`src/rtl/memshare_config_pkg.sv`:
```
// Shared memShare configuration: default sizes, DRC flag indices, profiler
// FSM states and the history entry layout.
package memshare_config_pkg;

  localparam int RQST_NUM              = 8;
  localparam int PORT_NUM              = 4;
  localparam int MAX_ALLOC_SEQ_NUM     = 2;
  localparam int ARR_RQST_TRACK_DEPTH  = 4;
  localparam int READ_2SEQ_TRACK_DEPTH = 4;
  localparam int MEMSHARE_DRC_NUM      = 3;

  typedef enum logic [1:0] {
    DRC1_SPLIT     = 2'd0,
    DRC2_OVERLAP   = 2'd1,
    DRC3_B2B_SPLIT = 2'd2
  } memshare_drc_index;

  typedef enum logic {
    PROF_IDLE  = 1'b0,
    PROF_ISSUE = 1'b1
  } memshare_prof_state;

  localparam logic [0:0] ST_IDLE  = 1'b0;
  localparam logic [0:0] ST_ISSUE = 1'b1;

  typedef struct packed {
    logic                vld;
    logic                split;
    logic [RQST_NUM-1:0] pattern;
  } memshare_hist_entry;

endpackage

```
`src/rtl/memshare_lowbit_select.sv`:
```
// Picks the lowest-index N set bits of a mask and reports how many were picked.
module memshare_lowbit_select #(
  parameter int W  = 8,
  parameter int N  = 4,
  parameter int CW = $clog2(W + 1)
) (
  input  logic [W-1:0]  mask,
  output logic [W-1:0]  sel,
  output logic [CW-1:0] cnt
);

  localparam logic [CW-1:0] N_C = CW'(N);

  always_comb begin
    sel = '0;
    cnt = '0;
    for (int i = 0; i < W; i++) begin
      if (mask[i] && (cnt < N_C)) begin
        sel[i] = 1'b1;
        cnt    = cnt + 1'b1;
      end
    end
  end

endmodule

```
`src/rtl/memshare_rqst_profiler.sv`:
```
// Arrival-requestor profiler: splits accepted request patterns into allocation
// sequences, tracks pattern history and raises the memShare DRC flags.
module memshare_rqst_profiler #(
  parameter int RQST_NUM              = memshare_config_pkg::RQST_NUM,
  parameter int PORT_NUM              = memshare_config_pkg::PORT_NUM,
  parameter int MAX_ALLOC_SEQ_NUM     = memshare_config_pkg::MAX_ALLOC_SEQ_NUM,
  parameter int TRACK_DEPTH           = memshare_config_pkg::ARR_RQST_TRACK_DEPTH,
  parameter int READ_2SEQ_TRACK_DEPTH = memshare_config_pkg::READ_2SEQ_TRACK_DEPTH,
  parameter int MEMSHARE_DRC_NUM      = memshare_config_pkg::MEMSHARE_DRC_NUM,
  localparam int SEQ_W = (MAX_ALLOC_SEQ_NUM > 1) ? $clog2(MAX_ALLOC_SEQ_NUM) : 1,
  localparam int OCC_W = $clog2(TRACK_DEPTH + 1)
) (
  input  logic                        sys_clk,
  input  logic                        rst,
  input  logic                        rqst_vld,
  output logic                        rqst_rdy,
  input  logic [RQST_NUM-1:0]         rqst_pattern,
  input  logic                        hist_flush,
  output logic                        alloc_vld,
  input  logic                        alloc_rdy,
  output logic [RQST_NUM-1:0]         alloc_mask,
  output logic [SEQ_W-1:0]            alloc_seq_idx,
  output logic                        alloc_last,
  output logic [MEMSHARE_DRC_NUM-1:0] drc_flags,
  output logic                        drc_err,
  output logic [OCC_W-1:0]            hist_occupancy,
  output logic                        state_dbg
);

  import memshare_config_pkg::*;

  localparam int CNT_W = $clog2(RQST_NUM + 1);
  localparam int unsigned OVF_LIMIT = PORT_NUM * MAX_ALLOC_SEQ_NUM;
  localparam int unsigned SPLIT_LIMIT = PORT_NUM;

  if (READ_2SEQ_TRACK_DEPTH < 1 || READ_2SEQ_TRACK_DEPTH > TRACK_DEPTH ||
      MEMSHARE_DRC_NUM < 3) begin : g_param_err
    $error("memshare_rqst_profiler: illegal READ_2SEQ_TRACK_DEPTH or MEMSHARE_DRC_NUM");
  end

  typedef struct packed {
    logic                vld;
    logic                split;
    logic [RQST_NUM-1:0] pattern;
  } hist_t;

  hist_t                        hist_q [TRACK_DEPTH];
  logic [0:0]                   state;
  logic [RQST_NUM-1:0]          rem_mask, sel_mask;
  logic [CNT_W-1:0]             rem_pc, sel_pc, pat_pc;
  logic [SEQ_W-1:0]             seq_idx;
  logic [MEMSHARE_DRC_NUM-1:0]  flags_q, flags_new;
  logic [OCC_W-1:0]             occ_q;
  logic [31:0]                  pc_ext;
  logic accept, overflow, split, push, grant, last, drc2_hit, drc3_hit;

  // Handshakes: a transfer happens on a cycle where valid and ready are both
  // high; the alloc outputs are held unchanged while alloc_vld waits on alloc_rdy.
  assign rqst_rdy = (state == ST_IDLE);
  assign accept   = rqst_vld && rqst_rdy;
  assign pat_pc   = CNT_W'($countones(rqst_pattern));
  assign pc_ext   = 32'(pat_pc);
  assign overflow = pc_ext > OVF_LIMIT;
  assign split    = pc_ext > SPLIT_LIMIT;
  assign push     = accept && (pat_pc != '0) && !overflow;

  memshare_lowbit_select #(.W(RQST_NUM), .N(PORT_NUM), .CW(CNT_W)) u_lowbit (
    .mask (rem_mask),
    .sel  (sel_mask),
    .cnt  (sel_pc)
  );

  assign alloc_vld      = (state == ST_ISSUE);
  assign grant          = alloc_vld && alloc_rdy;
  assign last           = (rem_pc == sel_pc);
  assign alloc_mask     = alloc_vld ? sel_mask : '0;
  assign alloc_last     = alloc_vld && last;
  assign alloc_seq_idx  = seq_idx;
  assign drc_flags      = flags_q;
  assign hist_occupancy = occ_q;
  assign state_dbg      = state;

  // A flush in the same cycle as acceptance hides the old history from the check.
  always_comb begin
    drc2_hit = 1'b0;
    for (int i = 0; i < READ_2SEQ_TRACK_DEPTH; i++) begin
      if (hist_q[i].vld && !hist_flush && (|(hist_q[i].pattern & rqst_pattern)))
        drc2_hit = 1'b1;
    end
  end

  assign drc3_hit = hist_q[0].vld && hist_q[0].split && !hist_flush &&
                    (|(hist_q[0].pattern & rqst_pattern));

  always_comb begin
    flags_new                 = '0;
    flags_new[DRC1_SPLIT]     = split;
    flags_new[DRC2_OVERLAP]   = drc2_hit;
    flags_new[DRC3_B2B_SPLIT] = drc3_hit;
  end

  always_ff @(posedge sys_clk) begin
    if (rst) begin
      state    <= ST_IDLE;
      rem_mask <= '0;
      rem_pc   <= '0;
      seq_idx  <= '0;
      flags_q  <= '0;
      drc_err  <= 1'b0;
      occ_q    <= '0;
      for (int i = 0; i < TRACK_DEPTH; i++) hist_q[i] <= '0;
    end else begin
      drc_err <= accept && overflow;

      if (push) begin
        hist_q[0] <= '{vld: 1'b1, split: split, pattern: rqst_pattern};
        for (int i = 1; i < TRACK_DEPTH; i++)
          hist_q[i] <= hist_flush ? '0 : hist_q[i-1];
        if (hist_flush)
          occ_q <= OCC_W'(1);
        else if (occ_q != OCC_W'(TRACK_DEPTH))
          occ_q <= occ_q + 1'b1;
      end else if (hist_flush) begin
        for (int i = 0; i < TRACK_DEPTH; i++) hist_q[i] <= '0;
        occ_q <= '0;
      end

      case (state)
        ST_IDLE: begin
          if (push) begin
            state    <= ST_ISSUE;
            rem_mask <= rqst_pattern;
            rem_pc   <= pat_pc;
            seq_idx  <= '0;
            flags_q  <= flags_new;
          end
        end
        ST_ISSUE: begin
          if (grant) begin
            rem_mask <= rem_mask & ~sel_mask;
            rem_pc   <= rem_pc - sel_pc;
            seq_idx  <= seq_idx + 1'b1;
            if (last) begin
              state   <= ST_IDLE;
              seq_idx <= '0;
              flags_q <= '0;
            end
          end
        end
        default: state <= ST_IDLE;
      endcase
    end
  end

endmodule

```
`config.mk`:
```
export PLATFORM = sky130hd
export DESIGN_NAME = memshare_rqst_profiler
export DESIGN_NICKNAME = d
export VERILOG_FILES = /design/src/rtl/memshare_config_pkg.sv /design/src/rtl/memshare_lowbit_select.sv /design/src/rtl/memshare_rqst_profiler.sv
export SDC_FILE = /design/constraint.sdc
export NUM_CORES = 1
export LEC_CHECK = 0
export CORE_MARGIN = 2
export CORE_UTILIZATION = 59
export CTS_BUF_LIST = sky130_fd_sc_hd__clkbuf_8
export DETAILED_ROUTE_END_ITERATION = 6
export PLACE_DENSITY = 0.82
export RECOVER_POWER = 100
export SYNTH_ARGS = -nofsm -noshare
export SYNTH_HDL_FRONTEND = slang
export SYNTH_SLANG_ARGS = --single-unit
```
`constraint.sdc`:
```
create_clock -name sys_clk -period 7.9 [get_ports sys_clk]
set_input_delay 2.37 -clock sys_clk [delete_from_list [all_inputs] [get_ports sys_clk]]
set_output_delay 2.37 -clock sys_clk [all_outputs]
set_load 0.01 [all_outputs]
```
# Word-level counts from Yosys, hierarchy flattened

Memories as Yosys holds them, arrays and structs flattened.
Index checks and enable logic that the tools add are counted.

Equality and inequality tests: 5
Reduce and logical (&&, ||, !) cells: 36
Muxes and demuxes: 62
Add/subtract/negate cells: 17
Bitwise gates (word level): 15
$lt $le $gt $ge: 9

Operators with widths:

| operator                                                             | number |
|---|---|
| 10-bit 2-to-1 mux                                                    | 11 |
| 8-bit AND                                                            | 5 |
| 4-bit 2-to-1 mux                                                     | 9 |
| 8-bit OR reduction                                                   | 4 |
| 1-bit 2-to-1 mux                                                     | 27 |
| 4-bit by 1-bit adder with 4-bit output, second input constant        | 6 |
| 1-bit logical AND                                                    | 24 |
| 4-bit by 3-bit < comparator with 1-bit output, second input constant | 6 |
| 8-bit 2-to-1 mux                                                     | 3 |
| 3-bit 2-to-1 mux                                                     | 7 |
| 8-bit one-hot mux with 2 select lines                                | 1 |
| 1-bit by 1-bit adder with 2-bit output                               | 4 |
| 8-bit inverter                                                       | 1 |
| 1-bit OR                                                             | 8 |
| 4-bit one-hot mux with 2 select lines                                | 1 |
| 2-bit by 2-bit adder with 3-bit output                               | 2 |
| 2-bit by 1-bit != test with 1-bit output, second input constant      | 3 |
| 3-bit one-hot mux with 2 select lines                                | 1 |
| 3-bit by 3-bit adder with 4-bit output                               | 1 |
| 4-bit equality test                                                  | 1 |
| 4-bit by 3-bit > comparator with 1-bit output, second input constant | 1 |
| 4-bit > comparator, second input constant                            | 1 |
| 1-bit one-hot mux with 2 select lines                                | 2 |
| 2-bit AND reduction                                                  | 2 |
| other kinds (11)                                                     | 13 |

Memory bits (writable): 40
Register bits after elaboration: 21
Input port bits: 13
Memories: 1

Memory list:

| memory | words | bits a word | read ports | clocked after memory_dff | wr ports | RTL line                     | source |
|---|---|---|---|---|---|---|---|
| hist_q | 4     | 10          | 4          | 0                        | 4        | memshare_rqst_profiler.sv:47 | `hist_t hist_q [TRACK_DEPTH];` |

# Depth between registers and ports, before layout

Depth in word-level cells: 26
Depth in mapped cells: 25
Gate-level depth less buffers: 25

# Modules after synthesis

A second synthesis with hierarchy kept.

Cells, all modules: 393
Area, all modules: 3548.4 sq um

By module, submodules not included:

| module                 | area each (sq um) | instances | cells each |
|---|---|---|---|
| memshare_rqst_profiler | 2859.0            | 1         | 303 |
| memshare_lowbit_select | 689.4             | 1         | 90 |

# Worst setup path after synthesis

Ideal clock, no wire load.

Kind: reg2out
Start point: reg rem_mask[0]
End point: out alloc_last
Setup slack: 1211 ps
Cell stages (with the launch flop): 23
Arrival: 4319 ps
Cell sequence: dfxtp_1 inv_1 ha_1 xor2_1 ha_1 and3_1 or2_2 ha_1 nand3b_1 o31a_1 ha_1 nand2_1 nand2_1 ha_1 nor2_1 a31oi_1 ha_1 nor2_1 a21oi_1 o21ai_1 ha_1 and4b_1 and2_1

Cells in the longest elaborated chain, start to end: 24

RTL lines:

| element                                       | RTL line                      | source |
|---|---|---|
| start: declaration                            | memshare_rqst_profiler.sv:49  | `logic [RQST_NUM-1:0] rem_mask, sel_mask;` |
| start signal: assignment                      | memshare_rqst_profiler.sv:132 | `rem_mask <= rqst_pattern;` |
| start signal: assignment                      | memshare_rqst_profiler.sv:140 | `rem_mask <= rem_mask & ~sel_mask;` |
| 1-bit 2-to-1 mux (*)                          | memshare_lowbit_select.sv:18  | `if (mask[i] && (cnt < N_C)) begin` |
| 1-bit by 3-bit < comparator with 1-bit output | memshare_lowbit_select.sv:18  |  |
| 1-bit logical AND                             | memshare_lowbit_select.sv:18  |  |
| 4-bit 2-to-1 mux (*)                          | memshare_lowbit_select.sv:18  |  |
| 4-bit by 3-bit < comparator with 1-bit output | memshare_lowbit_select.sv:18  |  |
| 1-bit logical AND                             | memshare_lowbit_select.sv:18  |  |
| 4-bit 2-to-1 mux (*)                          | memshare_lowbit_select.sv:18  |  |
| 4-bit by 3-bit < comparator with 1-bit output | memshare_lowbit_select.sv:18  |  |
| (+8 left out)                                 | --                            |  |
| 4-bit by 3-bit < comparator with 1-bit output | memshare_lowbit_select.sv:18  |  |
| 1-bit logical AND                             | memshare_lowbit_select.sv:18  |  |
| 4-bit 2-to-1 mux (*)                          | memshare_lowbit_select.sv:18  |  |
| 4-bit by 3-bit < comparator with 1-bit output | memshare_lowbit_select.sv:18  |  |
| 1-bit logical AND                             | memshare_lowbit_select.sv:18  |  |
| 4-bit 2-to-1 mux (*)                          | memshare_lowbit_select.sv:18  |  |
| 4-bit equality test (*)                       | memshare_rqst_profiler.sv:75  | `assign last = (rem_pc == sel_pc);` |
| 1-bit logical AND (*)                         | memshare_rqst_profiler.sv:77  | `assign alloc_last = alloc_vld && last;` |
| end: declaration                              | memshare_rqst_profiler.sv:23  | `output logic alloc_last,` |

Mark *: on every way between the ends. The rest lies on a longest branch, timed or not.

# Worst setup path in the final report

Same ends and word-level chain as after synthesis.

==> out/metrics.cfg <==
[run_status]
status = complete, no violations

[drt]
drc_errors = 0
vias_per_cell = 6.050
drt-pass1-iter-count = 5
dr.first_iter.drc_count = 249
vias = 2771
antenna_violating_nets_post_route = 0
drt_wl_total_um = 7227
avgRoutedWirePerCell_um = 15.78

[synth]
yosysUniqueCellTypes = 53
synthAdderAreaFrac_pct = 9.364
ranking_of_synthesized_cells_by_instance_count = sky130_fd_sc_hd__nand2_1 (51), sky130_fd_sc_hd__dfxtp_1 (40), sky130_fd_sc_hd__a21oi_1 (34), sky130_fd_sc_hd__inv_1 (22), sky130_fd_sc_hd__and3_1 (21)
complex_gate_fraction_of_the_synthesized_area_pct = 18.45
synth_top_cell_by_area = sky130_fd_sc_hd__dfxtp_1
netlist.area_leader.share_pct = 24.97
synth_xor_xnor_area_share_pct = 2.614
synth_simple_gate_area_share_pct = 21.07
syn_inst = 358
ys_ff_latch = 58
synth_top_family_by_area = simple AND/OR/NAND/NOR gates
synth-edff-count = 18
post_synth.cell_area_avg_um2 = 8.958
synth_warnings = 0
yosys-top-cells-area = sky130_fd_sc_hd__dfxtp_1 (25%), sky130_fd_sc_hd__edfxtp_1 (17%), sky130_fd_sc_hd__ha_1 (6.2%)
synth.most_common_cell = sky130_fd_sc_hd__nand2_1
synthesis.nets = 392
async_flop_share_pct = 0
muxShareOfSynthArea_pct = 0.6243
synth.cell_area_mm2 = 0.003207
yosysSeqAreaShare_pct = 41.83
synth_flop_cell = sky130_fd_sc_hd__dfxtp_1

[floorplanning]
design.portCount = 33
horizontal_die_dimension_um = 77.73
initial_core_util_pct = 62.00
row_count = 26
design.die.area_mm2 = 0.006041
dieHeight_um = 77.73
core-area_mm2 = 0.005172

[setup_path]
crit_path_max_fo = 6
startpoint_type = register
timing.reg2reg.setup_slack_ns = 2.95
worstPathRequired_ns = 5.53
rr_worst_depth = 24
critical_path.endpoint_type = output pin
worst_ep_arrival_time_ns = 5.23
critical_path_class = reg2out

[clocking]
cts_max_level = 3
cts_tree = done
cts-buffers-inserted = 9
clockBufferDepth = 2
worst_setup_hold_path_clk_slew_ns = 0.07
clock_insertion_delay_worst_skew_ns = 0.33
cts.hold.buffers_added = 0
clockRootBuffer = sky130_fd_sc_hd__clkbuf_8
clkSinkCount = 58

[power_and_ir_drop]
swShare_pct = 37.80
power.ir.vdd_worst_mv = 0.2062
power.switching_uw = 392.1
cellLeakagePower_nw = 1.581
combinationalPowerShare_pct = 39.4
power.clock.fraction_pct = 23.5
intPower_uw = 645.2
post-layout-total-power_mw = 1.037
seq_power_share_pct = 37.1
power.density_cell_area_mw_per_mm2 = 279.3

[finish]
antenna_cells = 0
nets = 417
areaGrowthSynthToFinish_pct = 15.84
layout-drive-gt1-share_pct = 6.959

[min_path]
min-delay-path-class = reg2reg
hold_path_depth = 2

[global_route]
global_route.usage.total_pct = 25.79
overflow_left_after_global_routing = 0
first_global_vias = 2602
grt_start_max_net_pins = 30
grt_first_pass_wirelength_um = 12220
initial_antenna_violation_count = 0

[sta]
max_clock_freq_mhz = 131.6
rsz0062_at_grt = no
slew_violations = 0
slew_headroom_pct = 14.75
total_negative_setup_slacks_ns = 0
min_period_ns = 7.597
final.period_utilization_pct = 96.17
report.final.setup_viol = 0
finalHoldViolations = 0
max_slew.worst_pin.slew_ns = 1.273
maximum_clock_skew_at_final_layout_ns = 0.007833

[flow_run]
timing.max_cap.violations = 0

[placement]
quantity_of_i_o_buffers_inserted_on_ports = 32
gpl.final_weighted_congestion = 0.8932
detailed_place_hpwl_um = 5114

## through the flow
stage                     setup slack, ns  instances  area (um^2)  utilization (%)  hold WS, ns
after floorplan                     1.211        358         3207                -       0.4360
after detailed placement           0.4390        442         3533            68.31       0.4470
after global placement             0.6263        442         3533            68.31       0.4416
final                              0.3026        458         3715            71.82       0.4557
after global routing              0.03003        458         3715            71.82       0.4813
after CTS                         0.08775        458         3712            71.77       0.4555
## metal layers
layer / wire length, um / GRT usage [%] / up-vias
met5: 0 / 0 / -
met4: 122 / 10.36 / 0
met3: 420 / 4.070 / 12
li1: - / - / 1331
met1: 3275 / 36.65 / 1328
met2: 3408 / 39.48 / 100
## registers in the layout, indices dropped and copies added, names as in the netlist
signal	flops
drc_flags	3
hist_occupancy	3
drc_err	1
alloc_vld	1
rem_pc	4
rem_mask	8
alloc_seq_idx	1
hist_q	37
## logic make-up after synthesis
kind of cell,count (synthesis)
xor+xnor,8
compound gates,89
flops,58
simple gates,135
fa+ha+maj,21
buf+inv,45
mux,2
## power groups by stage
stage          logic (mW)  registers [mW]  clock network, mW
2_1_floorplan       0.318           0.376                  0
3_3_place_gp        0.396           0.388                  0
3_5_place_dp        0.408           0.390                  0
4_1_cts             0.410           0.384              0.245
5_1_grt             0.469           0.391              0.257
6_report            0.409           0.385              0.244
## critical path: stages (launching register included)
cell,delay [ns]
sky130_fd_sc_hd__dfxtp_2,0.36
sky130_fd_sc_hd__inv_1,0.08
sky130_fd_sc_hd__ha_4,0.27
sky130_fd_sc_hd__xor2_1,0.14
sky130_fd_sc_hd__ha_1,0.29
sky130_fd_sc_hd__and3_1,0.17
sky130_fd_sc_hd__or2_2,0.29
sky130_fd_sc_hd__ha_1,0.27
sky130_fd_sc_hd__nand3b_1,0.15
sky130_fd_sc_hd__o31a_1,0.14
sky130_fd_sc_hd__ha_1,0.27
sky130_fd_sc_hd__nand2_1,0.11
sky130_fd_sc_hd__nand2_1,0.07
sky130_fd_sc_hd__ha_1,0.28
sky130_fd_sc_hd__nor2_1,0.14
sky130_fd_sc_hd__a31oi_1,0.06
sky130_fd_sc_hd__ha_1,0.28
sky130_fd_sc_hd__nor2_1,0.04
sky130_fd_sc_hd__a21oi_1,0.10
sky130_fd_sc_hd__o21ai_1,0.11
sky130_fd_sc_hd__ha_1,0.30
sky130_fd_sc_hd__and4b_2,0.27
sky130_fd_sc_hd__and2_1,0.14
sky130_fd_sc_hd__clkdlybuf4s50_1,0.53
## cell usage in the layout, fill, tap and decap left out, types with 2 or more instances in the layout
cell type                         synthesis  final
sky130_fd_sc_hd__a211oi_1                 2      2
sky130_fd_sc_hd__a21o_1                   4      4
sky130_fd_sc_hd__a21oi_1                 34     34
sky130_fd_sc_hd__a22oi_1                 18     18
sky130_fd_sc_hd__a31oi_1                  2      3
sky130_fd_sc_hd__a32o_1                   4      4
sky130_fd_sc_hd__and2_1                   3      3
sky130_fd_sc_hd__and3_1                  21     21
sky130_fd_sc_hd__clkbuf_1                13      2
sky130_fd_sc_hd__clkbuf_8                 0     10
sky130_fd_sc_hd__clkdlybuf4s50_1          0     13
sky130_fd_sc_hd__clkinv_2                 0      2
sky130_fd_sc_hd__clkinvlp_4               0      3
sky130_fd_sc_hd__dfxtp_1                 40     38
sky130_fd_sc_hd__dfxtp_2                  0      2
sky130_fd_sc_hd__dlygate4sd3_1            0     19
sky130_fd_sc_hd__edfxtp_1                18     18
sky130_fd_sc_hd__fa_1                     5      5
sky130_fd_sc_hd__ha_1                    16     15
sky130_fd_sc_hd__inv_1                   22     22
sky130_fd_sc_hd__mux2i_1                  2      2
sky130_fd_sc_hd__nand2_1                 51     51
sky130_fd_sc_hd__nand2b_1                 3      3
sky130_fd_sc_hd__nand3_1                 17     17
sky130_fd_sc_hd__nand4_1                  6      6
sky130_fd_sc_hd__nor2_1                  17     17
sky130_fd_sc_hd__nor2b_1                  3      3
sky130_fd_sc_hd__nor3_1                   2      2
sky130_fd_sc_hd__o211ai_1                 3      3
sky130_fd_sc_hd__o21a_1                   2      2
sky130_fd_sc_hd__o21ai_0                  7      8
sky130_fd_sc_hd__o21ai_1                  3      2
sky130_fd_sc_hd__o22ai_1                  3      3
sky130_fd_sc_hd__xnor2_1                  2      2
sky130_fd_sc_hd__xor2_1                   5      5
## final cells by class
cell class / count / area (um^2)
inverters: 24 / 90.09
well taps: 70 / 87.58
repair buffers: 35 / 335.3
clock buffers: 10 / 137.6
fillers: 403 / 1458
multi-input cells: 255 / 1679
flip-flops and latches: 58 / 1344
clock inverters: 6 / 41.29
## timing repair
item,in CTS,in global routing
endpoints found under the setup margin,0,1
buffers inserted,0,0
endpoints found under the hold margin,0,0
resized for setup,0,5
## final timing paths
kind,start,end
max,rem_mask[0],alloc_last
min,hist_q[3][0],hist_q[3][0]
max reg2reg,rem_mask[0],rem_pc[2]
min reg2reg,hist_q[3][0],hist_q[3][0]
Power figures use the tool's default switching activity.
